File: config.mk
export PLATFORM = sky130hd
export DESIGN_NAME = maze_solver_p_flat
export DESIGN_NICKNAME = d
export VERILOG_FILES = /design/src/rtl/maze_solver_p_if.sv /design/src/rtl/maze_solver_p.sv /design/src/flat_wrapper.sv
export SDC_FILE = /design/constraint.sdc
export NUM_CORES = 2
export LEC_CHECK = 0
export ABC_AREA = 1
export BUFFER_PORTS_ARGS = -buffer_cell sky130_fd_sc_hd__clkbuf_2
export CAP_MARGIN = 10
export CORE_AREA = 2 2 375 414
export DETAILED_ROUTE_END_ITERATION = 7
export DIE_AREA = 0 0 377 416
export GPL_TIMING_DRIVEN = 0
export PLACE_DENSITY_LB_ADDON = 0.3
export SLEW_MARGIN = 15
export SYNTH_ARGS = -nofsm -noshare
export SYNTH_HDL_FRONTEND = slang
export SYNTH_SLANG_ARGS = --single-unit
File: constraint.sdc
create_clock -name clk -period 5.2 [get_ports clk]
set_clock_uncertainty 0.15 [all_clocks]
set_input_delay 0.78 -clock clk [delete_from_list [all_inputs] [get_ports clk]]
set_output_delay 0.78 -clock clk [all_outputs]
set_load 0.1 [all_outputs]
File: src/rtl/maze_solver_p_if.sv
// Handshake bundle for maze_solver_p: serial wall-map input and move-stream output.
interface maze_solver_p_if;
  logic       in_valid;
  logic       in;
  logic       out_valid;
  logic [1:0] out;
  logic       err;

  modport master (output in_valid, in, input out_valid, out, err);
  modport slave  (input in_valid, in, output out_valid, out, err);
endinterface

File: src/rtl/maze_solver_p.sv
// DIMxDIM shortest-path maze solver: serial map load, parallel BFS flood from the goal, move trace.
// Optional feature macro MAZE_NOPATH_EN enables no-path detection with a one-cycle err report.
module maze_solver_p #(
  parameter int DIM = 17
) (
  input logic           clk,
  input logic           rst_n,
  maze_solver_p_if.slave bus
);
  localparam int RCW  = $clog2(DIM);
  localparam int IDXW = $clog2(DIM * DIM);
  localparam logic [IDXW-1:0] LAST_IDX = IDXW'(DIM * DIM - 1);
  localparam logic [RCW-1:0]  LAST_RC  = RCW'(DIM - 1);

  function automatic logic [DIM*DIM-1:0] col_mask(input int col);
    logic [DIM*DIM-1:0] m;
    m = '0;
    for (int r = 0; r < DIM; r++) m[r*DIM+col] = 1'b1;
    return m;
  endfunction

  localparam logic [DIM*DIM-1:0] FIRST_COL = col_mask(0);
  localparam logic [DIM*DIM-1:0] LAST_COL  = col_mask(DIM - 1);

  typedef enum logic [2:0] {S_IDLE, S_LOAD, S_FLOOD, S_TRACE, S_ERR} state_t;

  state_t                       state_q, state_d;
  logic [DIM-1:0][DIM-1:0]      map_q, map_d;
  logic [DIM-1:0][DIM-1:0]      vis_q, vis_d;
  logic [DIM-1:0][DIM-1:0][1:0] arrow_q, arrow_d;
  logic [IDXW-1:0]              idx_q, idx_d;
  logic [RCW-1:0]               row_q, row_d, col_q, col_d;
  logic [RCW-1:0]               pos_r_q, pos_r_d, pos_c_q, pos_c_d;

  logic [DIM*DIM-1:0]           vis_flat, nb_r, nb_d, nb_l, nb_u;
  logic [DIM-1:0][DIM-1:0]      new_vis;
  logic [DIM-1:0][DIM-1:0][1:0] new_arr;
  logic                         any_new;
  logic [1:0]                   mv;

  assign vis_flat = vis_q;
  assign mv       = arrow_q[pos_r_q][pos_c_q];

  // Wavefront: flat bit i = r*DIM+c, so row neighbours are +-1 and column neighbours are +-DIM.
  always_comb begin
    nb_r    = (vis_flat >> 1) & ~LAST_COL;
    nb_l    = (vis_flat << 1) & ~FIRST_COL;
    nb_d    = vis_flat >> DIM;
    nb_u    = vis_flat << DIM;
    new_vis = '0;
    new_arr = '0;
    for (int r = 0; r < DIM; r++) begin
      for (int c = 0; c < DIM; c++) begin
        if (map_q[r][c] && !vis_q[r][c]) begin
          if (nb_r[r*DIM+c]) begin
            new_vis[r][c] = 1'b1;
            new_arr[r][c] = 2'b00;
          end else if (nb_d[r*DIM+c]) begin
            new_vis[r][c] = 1'b1;
            new_arr[r][c] = 2'b01;
          end else if (nb_l[r*DIM+c]) begin
            new_vis[r][c] = 1'b1;
            new_arr[r][c] = 2'b10;
          end else if (nb_u[r*DIM+c]) begin
            new_vis[r][c] = 1'b1;
            new_arr[r][c] = 2'b11;
          end
        end
      end
    end
    any_new = |new_vis;
  end

  always_comb begin
    state_d = state_q;
    map_d   = map_q;
    vis_d   = vis_q;
    arrow_d = arrow_q;
    idx_d   = idx_q;
    row_d   = row_q;
    col_d   = col_q;
    pos_r_d = pos_r_q;
    pos_c_d = pos_c_q;
    case (state_q)
      S_IDLE: begin
        if (bus.in_valid) begin
          map_d[0][0] = bus.in;
          idx_d       = IDXW'(1);
          row_d       = '0;
          col_d       = RCW'(1);
          state_d     = S_LOAD;
        end
      end
      S_LOAD: begin
        if (bus.in_valid) begin
          map_d[row_q][col_q] = bus.in;
          if (idx_q == LAST_IDX) begin
            idx_d                  = '0;
            row_d                  = '0;
            col_d                  = '0;
            vis_d                  = '0;
            vis_d[DIM-1][DIM-1]    = 1'b1;
            state_d                = S_FLOOD;
          end else begin
            idx_d = idx_q + IDXW'(1);
            if (col_q == LAST_RC) begin
              col_d = '0;
              row_d = row_q + RCW'(1);
            end else begin
              col_d = col_q + RCW'(1);
            end
          end
        end
      end
      S_FLOOD: begin
        vis_d = vis_q | new_vis;
        for (int r = 0; r < DIM; r++)
          for (int c = 0; c < DIM; c++)
            if (new_vis[r][c]) arrow_d[r][c] = new_arr[r][c];
        if (new_vis[0][0]) begin
          pos_r_d = '0;
          pos_c_d = '0;
          state_d = S_TRACE;
        end else if (!any_new) begin
`ifdef MAZE_NOPATH_EN
          state_d = S_ERR;
`else
          state_d = S_IDLE;
`endif
        end
      end
      S_TRACE: begin
        case (mv)
          2'b00:   pos_c_d = pos_c_q + RCW'(1);
          2'b01:   pos_r_d = pos_r_q + RCW'(1);
          2'b10:   pos_c_d = pos_c_q - RCW'(1);
          default: pos_r_d = pos_r_q - RCW'(1);
        endcase
        if (pos_r_d == LAST_RC && pos_c_d == LAST_RC) state_d = S_IDLE;
      end
      S_ERR:   state_d = S_IDLE;
      default: state_d = S_IDLE;
    endcase
  end

  always_ff @(posedge clk or negedge rst_n) begin
    if (!rst_n) begin
      state_q <= S_IDLE;
      map_q   <= '0;
      vis_q   <= '0;
      arrow_q <= '0;
      idx_q   <= '0;
      row_q   <= '0;
      col_q   <= '0;
      pos_r_q <= '0;
      pos_c_q <= '0;
    end else begin
      state_q <= state_d;
      map_q   <= map_d;
      vis_q   <= vis_d;
      arrow_q <= arrow_d;
      idx_q   <= idx_d;
      row_q   <= row_d;
      col_q   <= col_d;
      pos_r_q <= pos_r_d;
      pos_c_q <= pos_c_d;
    end
  end

  // Outputs decode straight from the state register so an async reset clears them at once.
`ifdef MAZE_NOPATH_EN
  assign bus.out_valid = (state_q == S_TRACE) || (state_q == S_ERR);
  assign bus.err       = (state_q == S_ERR);
`else
  assign bus.out_valid = (state_q == S_TRACE);
  assign bus.err       = 1'b0;
`endif
  assign bus.out = (state_q == S_TRACE) ? mv : 2'b00;

endmodule
File: src/flat_wrapper.sv
// flat-port wrapper written by rule: the top's interface ports become plain ports
module maze_solver_p_flat 
#(
  parameter int DIM = 17
)
  (clk, rst_n, bus_in_valid, bus_in, bus_out_valid, bus_out, bus_err);
  maze_solver_p_if bus_i ();
  input logic clk;
  input logic rst_n;
  input wire logic [$bits(bus_i.in_valid)-1:0] bus_in_valid;
  input wire logic [$bits(bus_i.in)-1:0] bus_in;
  output wire logic [$bits(bus_i.out_valid)-1:0] bus_out_valid;
  output wire logic [$bits(bus_i.out)-1:0] bus_out;
  output wire logic [$bits(bus_i.err)-1:0] bus_err;
  assign bus_i.in_valid = bus_in_valid;
  assign bus_i.in = bus_in;
  assign bus_out_valid = bus_i.out_valid;
  assign bus_out = bus_i.out;
  assign bus_err = bus_i.err;
  maze_solver_p #(.DIM(DIM)) u_core (.clk(clk), .rst_n(rst_n), .bus(bus_i));
endmodule
* Yosys cells after proc, flatten, opt, wreduce, memory -nomap -nowiden
Cells that the tools add are included.
Storage, ports and cells: bits in read-only memories 0, latch bits 0, memories 0, output and inout bits 4, memory bits (writable) 0, input bits 4, word-level logic and storage cells 4024, flip-flop bits (word level) 1188
Operators by class: bitwise gates (word level) 1, multipliers 0, multiplexer cells 2781, magnitude comparators 6, shifts and indexed selects 0, equal/unequal tests 16, div/mod/pow operators 0, add/subtract/negate cells 7, reductions and logical operators 883
Operators by type and width (number):
- 2-to-1 mux 2 bit | 1376
- 2-to-1 mux 1 bit | 1366
- AND reduction 2 bit | 291
- 2-to-1 mux 289 bit | 2
- one-hot mux 289 bit (2 select lines) | 1
- logical AND 1 bit | 292
- bitwise mux 289 bit | 1
- logical NOT 1 bit | 289
- OR 289 bit | 1
- OR reduction 289 bit | 1
- binary-select mux 34 bit (select 5 bit) | 1
- demux 17 bit (select 5 bit) | 1
- one-hot mux 5 bit (2 select lines) | 6
- 2-to-1 mux 5 bit | 11
- 2-to-1 mux 34 bit | 1
- 2-to-1 mux 9 bit | 3
- less-than comparator 5 x 6 -> 1 bit, second input constant | 4
- adder 5 x 1 -> 5 bit, second input constant | 4
- 2-to-1 mux 3 bit | 6
- one-hot mux 9 bit (2 select lines) | 1
- 2-to-1 mux 17 bit | 1
- equality test 5 bit, second input constant | 3
- one-hot mux 3 bit (4 select lines) | 1
- binary-select mux 2 bit (select 5 bit) | 1
- other kinds (21) | 30

* Logic depth before layout (Yosys ltp)
word-level depth 12, mapped depth 37, mapped depth without buffers 33

* Worst setup path after synthesis
OpenSTA, ideal clock, no wires.
kind register to output, start register u_core.pos_r_q[2], end output port bus_out[1], stages on the path, launching flop included 17, setup slack 1.089 ns, path buffers 3, data arrival time 3.181 ns, data required time 4.270 ns, cells stage by stage dfrtp_1 > buf_2 > nor2_4 > buf_2 > buf_2 > a21oi_1 > nand2_1 > nand3_1 > nand2_1 > nand2_1 > nand2_1 > nand2_1 > nand2_1 > nand3_1 > nand2_2 > inv_2 > nor2_1
Between the ends: cells in the longest elaborated chain, start to end 5
RTL lines:
- start: declaration | line maze_solver_p.sv:33 | logic [RCW-1:0] pos_r_q, pos_r_d, pos_c_q, pos_c_d;
- start signal: assignment | line maze_solver_p.sv:165 | pos_r_q <= pos_r_d;
- binary-select mux 34 bit (select 5 bit) | line maze_solver_p.sv:42 | assign mv = arrow_q[pos_r_q][pos_c_q];
- 2-to-1 mux 34 bit (not written as such) | line maze_solver_p.sv:42
- binary-select mux 2 bit (select 5 bit) | line maze_solver_p.sv:42
- 2-to-1 mux 2 bit (not written as such) | line maze_solver_p.sv:42
- 2-to-1 mux 2 bit | line maze_solver_p.sv:178 | assign bus.out = (state_q == S_TRACE) ? mv : 2'b00;
- end: declaration | line flat_wrapper.sv:13 | output wire logic [$bits(bus_i.out)-1:0] bus_out;
Every way passes these cells. The select of a mux whose other input is x is not followed.

* Worst setup path in the final report
start register u_core.vis_q (netlist bit u_core.nb_d[241]), end register u_core.state_q[0]
Between the ends: cells in the longest elaborated chain, start to end 7, elaborated cells between the ends (all ways) 19, those cells by class eq/ne (1); mux (14); reduce/logical (4)
RTL lines:
- start: declaration | line maze_solver_p.sv:29 | logic [DIM-1:0][DIM-1:0] vis_q, vis_d;
- start signal: assignment | line maze_solver_p.sv:160 | vis_q <= vis_d;
- 2-to-1 mux 1 bit (on tied branches) | line maze_solver_p.sv:61, maze_solver_p.sv:64
- 2-to-1 mux 1 bit (on tied branches) | line maze_solver_p.sv:58, maze_solver_p.sv:61
- 2-to-1 mux 1 bit | line maze_solver_p.sv:55 | if (nb_r[r*DIM+c]) begin
- 2-to-1 mux 1 bit | line maze_solver_p.sv:54 | if (map_q[r][c] && !vis_q[r][c]) begin
- OR reduction 289 bit * | line maze_solver_p.sv:71 | any_new = |new_vis;
- != test 3 x 2 -> 1 bit (no line) *
- AND reduction 5 bit (no line) *
- end signal: assignment | line maze_solver_p.sv:158 | state_q <= state_d;
- end: declaration | line maze_solver_p.sv:27 | state_t state_q, state_d;
Mark *: on every way between the ends. The rest lies on a longest branch, timed or not. A chain may end at the register's enable or synchronous reset.

==> results.cfg <==
[run_status]
status = finished with violations
violations = setup timing

[power]
power.switching_w = 0.0109
clkPwrFrac = 0.370
switching_share = 0.393
p_leak_nw = 35.6
powerDensity_mw_per_mm2 = 386
internal-power_w = 0.0168
pwr-share-seq = 0.341
ir_worst_vdd_mv = 0.269
combPwrFrac = 0.288
p_total_w = 0.0277

[synthesis]
synth-edff-count = 0
ys.flop_type = dfrtp_1
avgSynthCellArea_sq_um = 7.69
netlist_instances = 7884
seq_area_frac_synth = 0.489
async_flop_share = 1.00
synth-seq-cells = 1185
netlist_area_sq_mm = 0.0606
ys.warnings.count = 0
yosysUniqueCellTypes = 55
syn-num-nets = 7906

[timing]
maxSlewHeadroom = 0.0394
min_period_ns = 5.40
finalCritPeriodShare = 1.04
worst_pin_slew_ns = 1.43
clock.fmax_mhz = 185
tns_ns = -0.293
setup_ws_ns = -0.202
finalSetupViolCount = 2
hold_viol_final = 0
final_max_slew_viol_count = 0

[finish]
fin_util = 0.469
fillers = 15645
nets = 8193
drive_gt1_frac = 0.0796
syn2layout_area_growth_pct = 18.4

[place]
gp_congestion = 1.09
io_buffers = 6
hpwl_microns = 315000

[route]
first_iter_violations = 11402
finalWirelength_microns = 418000
wl_per_cell_microns = 40.5
vias = 66447
drc = 0
drt-pass1-iter-count = 8
ant_nets = 0
viasPerCell = 6.44

[critical_path]
reg2reg_slack_ns = -0.20
crit_path_max_fanout = 7
arrival_ns = 5.99
worstSetupStartpointType = register
cp-end-kind = register
critPathKind = reg -> reg
rr_worst_depth = 12
required_ns = 5.78

[grt]
antenna_found_initial = 63
gr-total-overflow = 0
track_usage = 0.525
grt_max_degree = 91
grt_pass1_vias = 60618
grt_pass1_wl_microns = 547000

[clocking]
cts_sinks = 1185
clockBufferDepth = 3
cts_buffers = 141
cts_root_buffer = clkbuf_16
htree_levels = 4
clock_latency_ns = 0.86
clk_pin_slew_worst_paths_ns = 0.06
cts_tree = built

[floorplanning]
ioPinCount = 8
start_util = 0.396
core_sq_mm = 0.153
fp.dieArea_sq_mm = 0.157
fp.dieW_microns = 377
rows = 151
die_h_microns = 416

[min_path]
hold_depth = 3
hold_class = in -> reg

[job]
max-cap-violations = 0
power by group through the flow:
stage | combinational (W) | sequential, W | clock, W
after CTS | 0.00700 | 0.00946 | 0.0102
after detailed placement | 0.00654 | 0.00962 | 0
after global placement | 0.00608 | 0.00965 | 0
final | 0.00800 | 0.00946 | 0.0103
after floorplan | 0.00214 | 0.00957 | 0
after global routing | 0.00765 | 0.00947 | 0.0105
worst max-delay path: stages, from the launching register on:
cell,delay [ns]
dfrtp_1,0.54
nor2_1,0.35
inv_1,0.12
o21ai_1,0.77
nand2_1,0.17
nor4_1,0.54
nand4_1,0.39
nor3_1,1.02
nand4_1,0.69
a21oi_1,0.37
nand2_1,0.08
nand2_1,0.06
nand2_1,0.05
path summary, 6_finish.rpt:
| kind | endpoint | startpoint |
|---|---|---|
| max | u_core.state_q[0]$_DFFE_PN0P_ | u_core.nb_d[241]$_DFFE_PN0P_ |
| min | u_core.map_q[0]$_DFFE_PN0P_ | bus_in |
| max reg2reg | u_core.state_q[0]$_DFFE_PN0P_ | u_core.nb_d[241]$_DFFE_PN0P_ |
| min reg2reg | u_core.arrow_q[577]$_DFFE_PN0P_ | u_core.arrow_q[577]$_DFFE_PN0P_ |
| max in group asynchronous | u_core.arrow_q[256]$_DFFE_PN0P_ | rst_n |
| min in group asynchronous | u_core.map_q[265]$_DFFE_PN0P_ | rst_n |
sequential cells by signal (all words and copies together), names as in the netlist:
name,cells
u_core.idx_q,9
u_core.col_q,5
u_core.map_q,289
u_core.nb_l,16
u_core.arrow_q,576
u_core.nb_r,1
u_core.row_q,5
u_core.state_q,2
u_core.nb_d,272
u_core.pos_c_q,5
u_core.pos_r_q,5
placed cells by master, fill, tap and decap left out, types with 31 or more instances in the layout:
cell type / instances
a21oi_1: 568
a31oi_1: 234
a32oi_1: 83
buf_12: 67
buf_16: 55
buf_4: 61
clkbuf_1: 197
clkbuf_16: 147
clkbuf_2: 84
clkbuf_8: 31
dfrtp_1: 1183
diode_2: 52
inv_1: 1473
nand2_1: 1148
nand3_1: 422
nand4_1: 81
nor2_1: 945
nor3_1: 47
o211ai_1: 106
o21ai_0: 733
o21ai_1: 47
o31ai_1: 177
synth_stat cells, types with 11 or more instances:
library cell	instances	share of area
nand3_1	440	0.036
nand2_1	1164	0.072
o32a_1	22	0.0036
nor2_1	968	0.060
o211ai_1	106	0.013
dfrtp_1	1185	0.49
nor3_1	47	0.0039
clkbuf_1	241	0.015
inv_1	1474	0.091
buf_4	17	0.0021
nor4_1	31	0.0032
o21ai_0	758	0.063
nand3b_1	11	0.0014
buf_2	58	0.0048
a31oi_1	235	0.024
a32oi_1	83	0.012
ha_1	16	0.0033
nand4_1	81	0.0084
buf_6	19	0.0035
o21ai_1	33	0.0027
o31ai_1	177	0.022
a21oi_1	580	0.048
o21a_1	26	0.0032
per-layer routing:
metal / share of wire / global-route usage
met5: 0.00045 / 0
met3: 0.14 / 0.219
met4: 0.12 / 0.505
met1: 0.35 / 0.612
met2: 0.40 / 0.716
cell type report:
cell class | instances | area [sq um] | area share
buffer | 341 | 2750 | 0.0383
clock buffer | 213 | 4150 | 0.0579
tap | 1989 | 2490 | 0.0347
sequential | 1185 | 29700 | 0.413
inverter | 1487 | 5590 | 0.0779
multi-input combinational | 4870 | 24300 | 0.338
clock inverter | 39 | 408 | 0.00568
antenna | 52 | 130 | 0.00181
timing repair buffer | 145 | 2310 | 0.0322
stage by stage:
stage	setup slack, ns	instances	hold WS, ns	cell area [sq um]
2_1_floorplan	1.09	7884	0.273	60600
4_1_cts	0.00259	10227	0.0776	70800
3_5_place_dp	-1.30	9951	0.302	64900
5_1_grt	-0.0460	10278	0.0850	71700
6_report	-0.202	10321	0.0745	71800
3_3_place_gp	-28.24	9879	0.296	63100
timing repair:
| action | 4_1_cts | 5_1_grt |
|---|---|---|
| hold endpoints to repair | 24 | 0 |
| setup endpoints to repair | 12 | 5 |
| cloned | 0 | 1 |
| buffers inserted | 24 | 41 |
| hold buffers | 1 | 0 |
| resized for setup | 278 | 107 |
| pin swaps | 12 | 20 |
cell families (layout without fill, tap and decap cells):
group           after synthesis  in the layout  share of synthesized area
simple gates               2769           2769                      0.189
compound gates             2064           2064                      0.197
xor+xnor                     11             11                    0.00159
other cells                   1             53                  0.0000619
mux                           7              7                    0.00118
buf+inv                    1829           2225                      0.118
fa+ha+maj                    18             18                    0.00396
flops                      1185           1185                      0.489
No activity file was read; power rests on OpenSTA's default activity.
